==> src/rtl/frame_buffer_scanout.sv <==
// Scanout side of the double-buffered framebuffer: raster timing generator,
// burst prefetch of the displayed buffer into a pixel FIFO, one pixel per pixel enable.
module frame_buffer_scanout #(
   parameter int          H_ACTIVE   = 160,
   parameter int          H_FP       = 8,
   parameter int          H_SYNC     = 16,
   parameter int          H_TOTAL    = 200,
   parameter int          V_ACTIVE   = 120,
   parameter int          V_FP       = 2,
   parameter int          V_SYNC     = 2,
   parameter int          V_TOTAL    = 130,
   parameter int          PIX_DIV    = 4,
   parameter int          FIFO_DEPTH = 64,
   parameter int          BURST_LEN  = 16,
   parameter logic [31:0] FB_BASE0   = 32'h0000_0000,
   parameter logic [31:0] FB_BASE1   = 32'h0000_8000
) (
   input  logic        clk,
   input  logic        resetn,
   input  logic        flip,
   output logic        rd_req_valid,
   input  logic        rd_req_ready,
   output logic [31:0] rd_req_addr,
   output logic [7:0]  rd_req_len,
   input  logic        rd_data_valid,
   input  logic [31:0] rd_data,
   output logic        hsync,
   output logic        vsync,
   output logic        de,
   output logic [23:0] rgb,
   output logic        underflow
);

   localparam int TOTAL_PIX = H_ACTIVE * V_ACTIVE;
   localparam int H_W       = $clog2(H_TOTAL + 1);
   localparam int V_W       = $clog2(V_TOTAL + 1);
   localparam int DIV_W     = (PIX_DIV > 1) ? $clog2(PIX_DIV) : 1;
   localparam int PTR_W     = $clog2(FIFO_DEPTH);
   localparam int CNT_W     = PTR_W + 1;
   localparam int CRD_W     = CNT_W + 2;
   localparam int FETCH_W   = 17;

   typedef enum logic {S_IDLE, S_REQ} fetch_state_t;

   fetch_state_t       state_q, state_d;
   logic [DIV_W-1:0]   div_q, div_d;
   logic [H_W-1:0]     h_q, h_d;
   logic [V_W-1:0]     v_q, v_d;
   logic               hsync_q, hsync_d;
   logic               vsync_q, vsync_d;
   logic               de_q, de_d;
   logic [23:0]        rgb_q, rgb_d;
   logic               underflow_q, underflow_d;
   logic               disp_sel_q, disp_sel_d;
   logic [FETCH_W-1:0] fetch_q, fetch_d;
   logic [CNT_W-1:0]   outstanding_q, outstanding_d;
   logic [CNT_W-1:0]   drop_q, drop_d;
   logic [CNT_W-1:0]   count_q, count_d;
   logic [PTR_W-1:0]   wr_ptr_q, wr_ptr_d;
   logic [PTR_W-1:0]   rd_ptr_q, rd_ptr_d;
   logic               req_valid_q, req_valid_d;
   logic [31:0]        req_addr_q, req_addr_d;
   logic [23:0]        fifo_mem_q [FIFO_DEPTH];

   logic               pe, visible, hs_win, vs_win, latch;
   logic               fifo_empty, push, pop, rsp_accept, req_fire;
   logic               fetch_more, credit_ok;
   logic [CRD_W-1:0]   credit_sum;
   logic               rd_data_unused;

   assign rd_data_unused = ^rd_data[31:24];

   assign pe      = (div_q == DIV_W'(PIX_DIV - 1));
   assign visible = (h_q < H_W'(H_ACTIVE)) && (v_q < V_W'(V_ACTIVE));
   assign hs_win  = (h_q >= H_W'(H_ACTIVE + H_FP)) && (h_q < H_W'(H_ACTIVE + H_FP + H_SYNC));
   assign vs_win  = (v_q >= V_W'(V_ACTIVE + V_FP)) && (v_q < V_W'(V_ACTIVE + V_FP + V_SYNC));
   assign latch   = pe && (h_q == '0) && (v_q == V_W'(V_ACTIVE + V_FP + V_SYNC));

   assign fifo_empty = (count_q == '0);
   // Words arriving with nothing outstanding (e.g. stale traffic after reset) are ignored.
   assign rsp_accept = rd_data_valid && (outstanding_q != '0);
   assign push       = rsp_accept && !latch && (drop_q == '0);
   assign pop        = pe && visible && !fifo_empty;
   assign req_fire   = (state_q == S_REQ) && rd_req_ready && !latch;

   assign fetch_more = (fetch_q < FETCH_W'(TOTAL_PIX));
   assign credit_sum = CRD_W'(count_q) + CRD_W'(outstanding_q) + CRD_W'(BURST_LEN);
   assign credit_ok  = (credit_sum <= CRD_W'(FIFO_DEPTH));

   always_comb begin
      div_d = pe ? '0 : div_q + 1'b1;
      h_d   = h_q;
      v_d   = v_q;
      if (pe) begin
         if (h_q == H_W'(H_TOTAL - 1)) begin
            h_d = '0;
            v_d = (v_q == V_W'(V_TOTAL - 1)) ? '0 : v_q + 1'b1;
         end else begin
            h_d = h_q + 1'b1;
         end
      end
   end

   always_comb begin
      de_d        = de_q;
      hsync_d     = hsync_q;
      vsync_d     = vsync_q;
      rgb_d       = rgb_q;
      underflow_d = underflow_q;
      if (pe) begin
         de_d    = visible;
         hsync_d = !hs_win;
         vsync_d = !vs_win;
         rgb_d   = pop ? fifo_mem_q[rd_ptr_q] : '0;
         if (visible && fifo_empty) begin
            underflow_d = 1'b1;
         end
      end
   end

   // At LATCH every word still in flight belongs to the old frame, including one landing this cycle.
   always_comb begin
      disp_sel_d    = latch ? ~flip : disp_sel_q;
      fetch_d       = fetch_q;
      outstanding_d = outstanding_q + (req_fire ? CNT_W'(BURST_LEN) : '0)
                      - (rsp_accept ? CNT_W'(1) : '0);
      drop_d        = drop_q;
      wr_ptr_d      = wr_ptr_q + (push ? PTR_W'(1) : '0);
      rd_ptr_d      = rd_ptr_q + (pop ? PTR_W'(1) : '0);
      count_d       = count_q + (push ? CNT_W'(1) : '0) - (pop ? CNT_W'(1) : '0);
      if (latch) begin
         fetch_d  = '0;
         drop_d   = outstanding_q - (rsp_accept ? CNT_W'(1) : '0);
         wr_ptr_d = '0;
         rd_ptr_d = '0;
         count_d  = '0;
      end else begin
         if (req_fire) begin
            fetch_d = fetch_q + FETCH_W'(BURST_LEN);
         end
         if (rsp_accept && (drop_q != '0)) begin
            drop_d = drop_q - 1'b1;
         end
      end
   end

   always_comb begin
      state_d    = state_q;
      req_addr_d = req_addr_q;
      unique case (state_q)
         S_IDLE: begin
            if (!latch && fetch_more && credit_ok) begin
               state_d    = S_REQ;
               req_addr_d = (disp_sel_q ? FB_BASE1 : FB_BASE0) + 32'(fetch_q);
            end
         end
         S_REQ: begin
            if (latch || rd_req_ready) begin
               state_d = S_IDLE;
            end
         end
      endcase
      req_valid_d = (state_d == S_REQ);
   end

   always_ff @(posedge clk or negedge resetn) begin
      if (!resetn) begin
         state_q       <= S_IDLE;
         div_q         <= '0;
         h_q           <= '0;
         v_q           <= '0;
         hsync_q       <= 1'b1;
         vsync_q       <= 1'b1;
         de_q          <= 1'b0;
         rgb_q         <= '0;
         underflow_q   <= 1'b0;
         disp_sel_q    <= 1'b0;
         fetch_q       <= '0;
         outstanding_q <= '0;
         drop_q        <= '0;
         count_q       <= '0;
         wr_ptr_q      <= '0;
         rd_ptr_q      <= '0;
         req_valid_q   <= 1'b0;
         req_addr_q    <= '0;
      end else begin
         state_q       <= state_d;
         div_q         <= div_d;
         h_q           <= h_d;
         v_q           <= v_d;
         hsync_q       <= hsync_d;
         vsync_q       <= vsync_d;
         de_q          <= de_d;
         rgb_q         <= rgb_d;
         underflow_q   <= underflow_d;
         disp_sel_q    <= disp_sel_d;
         fetch_q       <= fetch_d;
         outstanding_q <= outstanding_d;
         drop_q        <= drop_d;
         count_q       <= count_d;
         wr_ptr_q      <= wr_ptr_d;
         rd_ptr_q      <= rd_ptr_d;
         req_valid_q   <= req_valid_d;
         req_addr_q    <= req_addr_d;
      end
   end

   // Pixel storage carries no reset; validity is tracked by count/pointers.
   always_ff @(posedge clk) begin
      if (push) begin
         fifo_mem_q[wr_ptr_q] <= rd_data[23:0];
      end
   end

   assert property (@(posedge clk) disable iff (!resetn)
                    !(push && !pop && (count_q == CNT_W'(FIFO_DEPTH))));

   assign rd_req_valid = req_valid_q;
   assign rd_req_addr  = req_addr_q;
   assign rd_req_len   = 8'(BURST_LEN);
   assign hsync        = hsync_q;
   assign vsync        = vsync_q;
   assign de           = de_q;
   assign rgb          = rgb_q;
   assign underflow    = underflow_q;

endmodule

==> config.mk <==
export PLATFORM = sky130hd
export DESIGN_NAME = frame_buffer_scanout
export DESIGN_NICKNAME = d
export VERILOG_FILES = /design/src/rtl/frame_buffer_scanout.sv
export SDC_FILE = /design/constraint.sdc
export NUM_CORES = 1
export LEC_CHECK = 0
export ABC_AREA = 0
export BUFFER_PORTS_ARGS = -buffer_cell sky130_fd_sc_hd__buf_4
export CAP_MARGIN = 20
export CORE_AREA = 8 8 338 340
export DETAILED_ROUTE_END_ITERATION = 16
export DIE_AREA = 0 0 346 348
export PLACE_DENSITY = 0.83
export SKIP_LAST_GASP = 1
export SLEW_MARGIN = 30
export SYNTH_ARGS = -nofsm -noshare
export SYNTH_HDL_FRONTEND = slang
export SYNTH_SLANG_ARGS = --single-unit
export TNS_END_PERCENT = 30
==> constraint.sdc <==
create_clock -name clk -period 8.75 [get_ports clk]
set_input_delay 0.4375 -clock clk [delete_from_list [all_inputs] [get_ports clk]]
set_output_delay 0.4375 -clock clk [all_outputs]
set_load 0.05 [all_outputs]
==> summary.md <==
| Metric | Value |
|---|---|
| Hold buffers post-CTS | 2 |
| Fin crit share | 49.54% |
| Most common cell after layout, fill and taps aside | edfxtp_1 |
| Cell repeated most along the worst path | buf_4 |
| HPWL Detailed | 84650 um |
| Gate Count Post-Synth | 3063 |
| Die extent in x | 346 um |
| DR WL/cell | 33.96 um |
| Crit path max-delay cell type | dfrtp_4 |
| Syn Std Cell Area | 63820 um2 |
| CP endpoint kind | register |
| Flops & latches, synth | 1644 |
| Worst-path cell chain | buf_4 > buf_4 > mux4_2 > a22o_1 > a211oi_1 > nor4_2 > a221o_1 |
| Endpoints failing setup | 0 |
| Routed Antenna Nets | 0 |
| H-tree Lvls | 4 |
| Total GRT Usage | 26.63% |
| DRC viols | 0 |
| Leading cell types in the layout, fill and taps excluded | 1536 x edfxtp_1, 343 x mux4_2, 170 x buf_4, 155 x clkbuf_16, 116 x mux2i_1 |
| TritonCTS Buffers | 154 |
| Startpoint Class | register |
| Die H | 348 um |
| Initial Utilization | 58.39% |
| P_leak | 22.50 nW |
| Initial DRC Count | 5250 |
| Count of cell types in the netlist | 60 |
| Largest family of logic cells by synthesized area | multiplexers |
| CORE AREA | 109300 um2 |
| I/O Buffers | 71 |
| DR vias | 33101 |
| RSZ-0062 raised after global routing | no |
| Routed wire length | 162300 um |
| Worst skew pair latency | 0.78 ns |
| Simple-Gate Fraction of Synth Area | 2.272% |
| Max Cap Violations | 0 |
| Worst EP required | 9.38 ns |
| Gpl congestion | 0.8271 |
| Peak VDD IR | 244.7 uV |
| Register area share after synthesis | 76.51% |
| P per Cell Area | 277.1 nW/um2 |
| Worst Path Arrival | 4.97 ns |
| Ratio of cells with drive above 1 in the final layout | 25.10% |
| Max Clk Rate | 0.2307 GHz |
| DR pass1 iterations | 7 |
| Initial antenna violation count | 6 |
| Final core area utilization | 65.30% |
| Fin nets | 3313 |
| Largest net degree at the start of global routing | 97 |
| Post-synth EDFFs | 1536 |
| Min cycle time layout | 4.335 ns |
| Ys async rst share | 6.569% |
| CP max FO | 58 |
| Worst slew pin tran | 1.136 ns |
| Grt ovf | 0 |
| Synth Area in Compound Gates | 3.631% |
| CTS tree | built |
| Avg Cell Area, Syn | 20.83 um2 |
| Synthesis Warnings | 0 |
| CTS sink count | 1644 |
| Layout area overhead | 11.83% |
| Worst Skew | 0.03785 ns |
| Number of global-route vias before repair | 33823 |
| Max Slew Vio Count | 0 |
| Synthesized-area fraction occupied by adder cells | 1.016% |
| Critical path class | register to register |
| Synth Area in XOR/XNOR | 0.6725% |
| Clock buffer depth | 3 |
| Slew headroom | 24.05% |
| CTS resizes | 0 |
| Final hold slack | 0.1166 ns |
| Vias/cell | 6.928 |
| Root buffer cell | clkbuf_16 |
| Fin. Hold Viols | 0 |
| Post-CTS setup buffers | 0 |
| Synth Flop Type | edfxtp_1 |
| Status | complete, no violations |
| CP peak stage delay | 1.09 ns |
| Clk slew on worst S/H paths | 0.06 ns |
| Total power | 19.77 mW |
| Row count | 122 |
| I/O Pins | 106 |
| Die area | 120400 um2 |
| Setup TNS Final | 0 ns |
| Mux cell area share after synthesis | 14.24% |
| # fillers | 6535 |
| Hold Crit Class | input port to register |
| First-pass GRT wire length | 233500 um |
==> Yosys cell counts, types with 6 or more instances <==
cell type | count | area share [%]
nor2b_1 | 11 | 0.11
nor2_1 | 111 | 0.65
o221ai_1 | 24 | 0.33
xor2_1 | 19 | 0.26
a22o_1 | 25 | 0.34
mux2_4 | 9 | 0.21
buf_2 | 51 | 0.40
nand2_1 | 37 | 0.22
buf_4 | 28 | 0.33
inv_1 | 40 | 0.24
or3_1 | 7 | 0.069
nand3_1 | 37 | 0.29
mux2_2 | 6 | 0.11
a211oi_1 | 43 | 0.51
xnor2_1 | 30 | 0.41
nor3_1 | 11 | 0.086
a22oi_1 | 58 | 0.68
o22ai_1 | 62 | 0.61
nand3b_1 | 7 | 0.082
a221o_1 | 24 | 0.38
nand4_1 | 9 | 0.088
mux4_2 | 343 | 12
nor4_1 | 28 | 0.27
a221oi_1 | 7 | 0.096
nand2b_1 | 10 | 0.098
clkbuf_1 | 91 | 0.54
ha_1 | 47 | 0.92
mux2i_1 | 116 | 1.8
o21ai_0 | 39 | 0.31
buf_1 | 21 | 0.12
edfxtp_1 | 1536 | 72
dfrtp_1 | 106 | 4.2
a21oi_1 | 16 | 0.13
==> critical path: cells and delay by family, from the launching register on <==
kind,cells,cell delay (ns)
DFF,1,1.09
muxes,1,0.39
AOI/OAI and AO/OA,3,1.14
buffers and inverters,2,1.29
and+or+nand+nor,1,0.24
==> final cells by class <==
class / count / area (um2) / share of cell area [%]
Clock buffer: 194 / 4045 / 5.668
Antenna cell: 1 / 2.502 / 0.003506
Clock inverter: 87 / 879.6 / 1.232
Multi-Input combinational cell: 1211 / 14320 / 20.06
Tap cell: 1426 / 1784 / 2.500
Sequential cell: 1644 / 48840 / 68.43
Timing Repair Buffer: 175 / 1348 / 1.888
Inverter: 40 / 150.1 / 0.2104
==> state kept, by name (all words and copies together), names as in the netlist, 2 cells and up <==
signal         count
h_q                8
fetch_q           13
fifo_mem_q      1536
rgb               24
v_q                8
count_q            7
rd_ptr_q           6
wr_ptr_q           6
drop_q             7
outstanding_q      7
rd_req_addr       14
div_q              2
==> logic make-up after synthesis <==
kind of cell             Yosys count
AO/OA/AOI/OAI                    318
XOR/XNOR                          49
adder cells (fa/ha/maj)           50
buffers and inverters            232
flip-flops                      1644
multiplexers                     474
other                              2
AND/OR/NAND/NOR                  294
==> path summary, 6_finish.rpt <==
check / from / to / slack, ns / cells past startpoint
worst max-delay path: rd_ptr_q[1] / rgb[10] / 4.42 / 7
worst min-delay path: rd_req_ready / rd_req_valid / 0.12 / 3
max in group asynchronous: resetn / drop_q[1] / 7.43 / 3
min in group asynchronous: resetn / rgb[3] / 0.22 / 2
worst max register to register: rd_ptr_q[1] / rgb[10] / 4.42 / 7
worst min register to register: div_q[0] / div_q[0] / 0.45 / 1
==> stage by stage <==
stage               setup slack (ns)  cell area (um2)  instances
floorplan                      5.287            63910       3087
CTS                            4.450            71330       4777
global route                   4.384            71370       4777
finish                         4.415            71370       4778
global placement               4.309            66350       4494
detailed placement             4.513            66390       4494
==> routing by layer <==
| metal | track usage [%] | vias to the layer above | wire length (um) |
|---|---|---|---|
| met5 | 0 | - | 68 |
| met4 | 12.89 | 10 | 8872 |
| met3 | 6.463 | 526 | 20670 |
| met2 | 43.26 | 2668 | 78010 |
| met1 | 34.11 | 16871 | 54640 |
| li1 | - | 13026 | - |
==> report_power, final <==
part | total (mW) | switching [mW] | internal (mW)
combinational | 4.11 | 2.49 | 1.62
sequential | 9.03 | 0.278 | 8.75
clock | 6.63 | 2.92 | 3.71
Note: power is estimated with default switching activity, not from simulation.
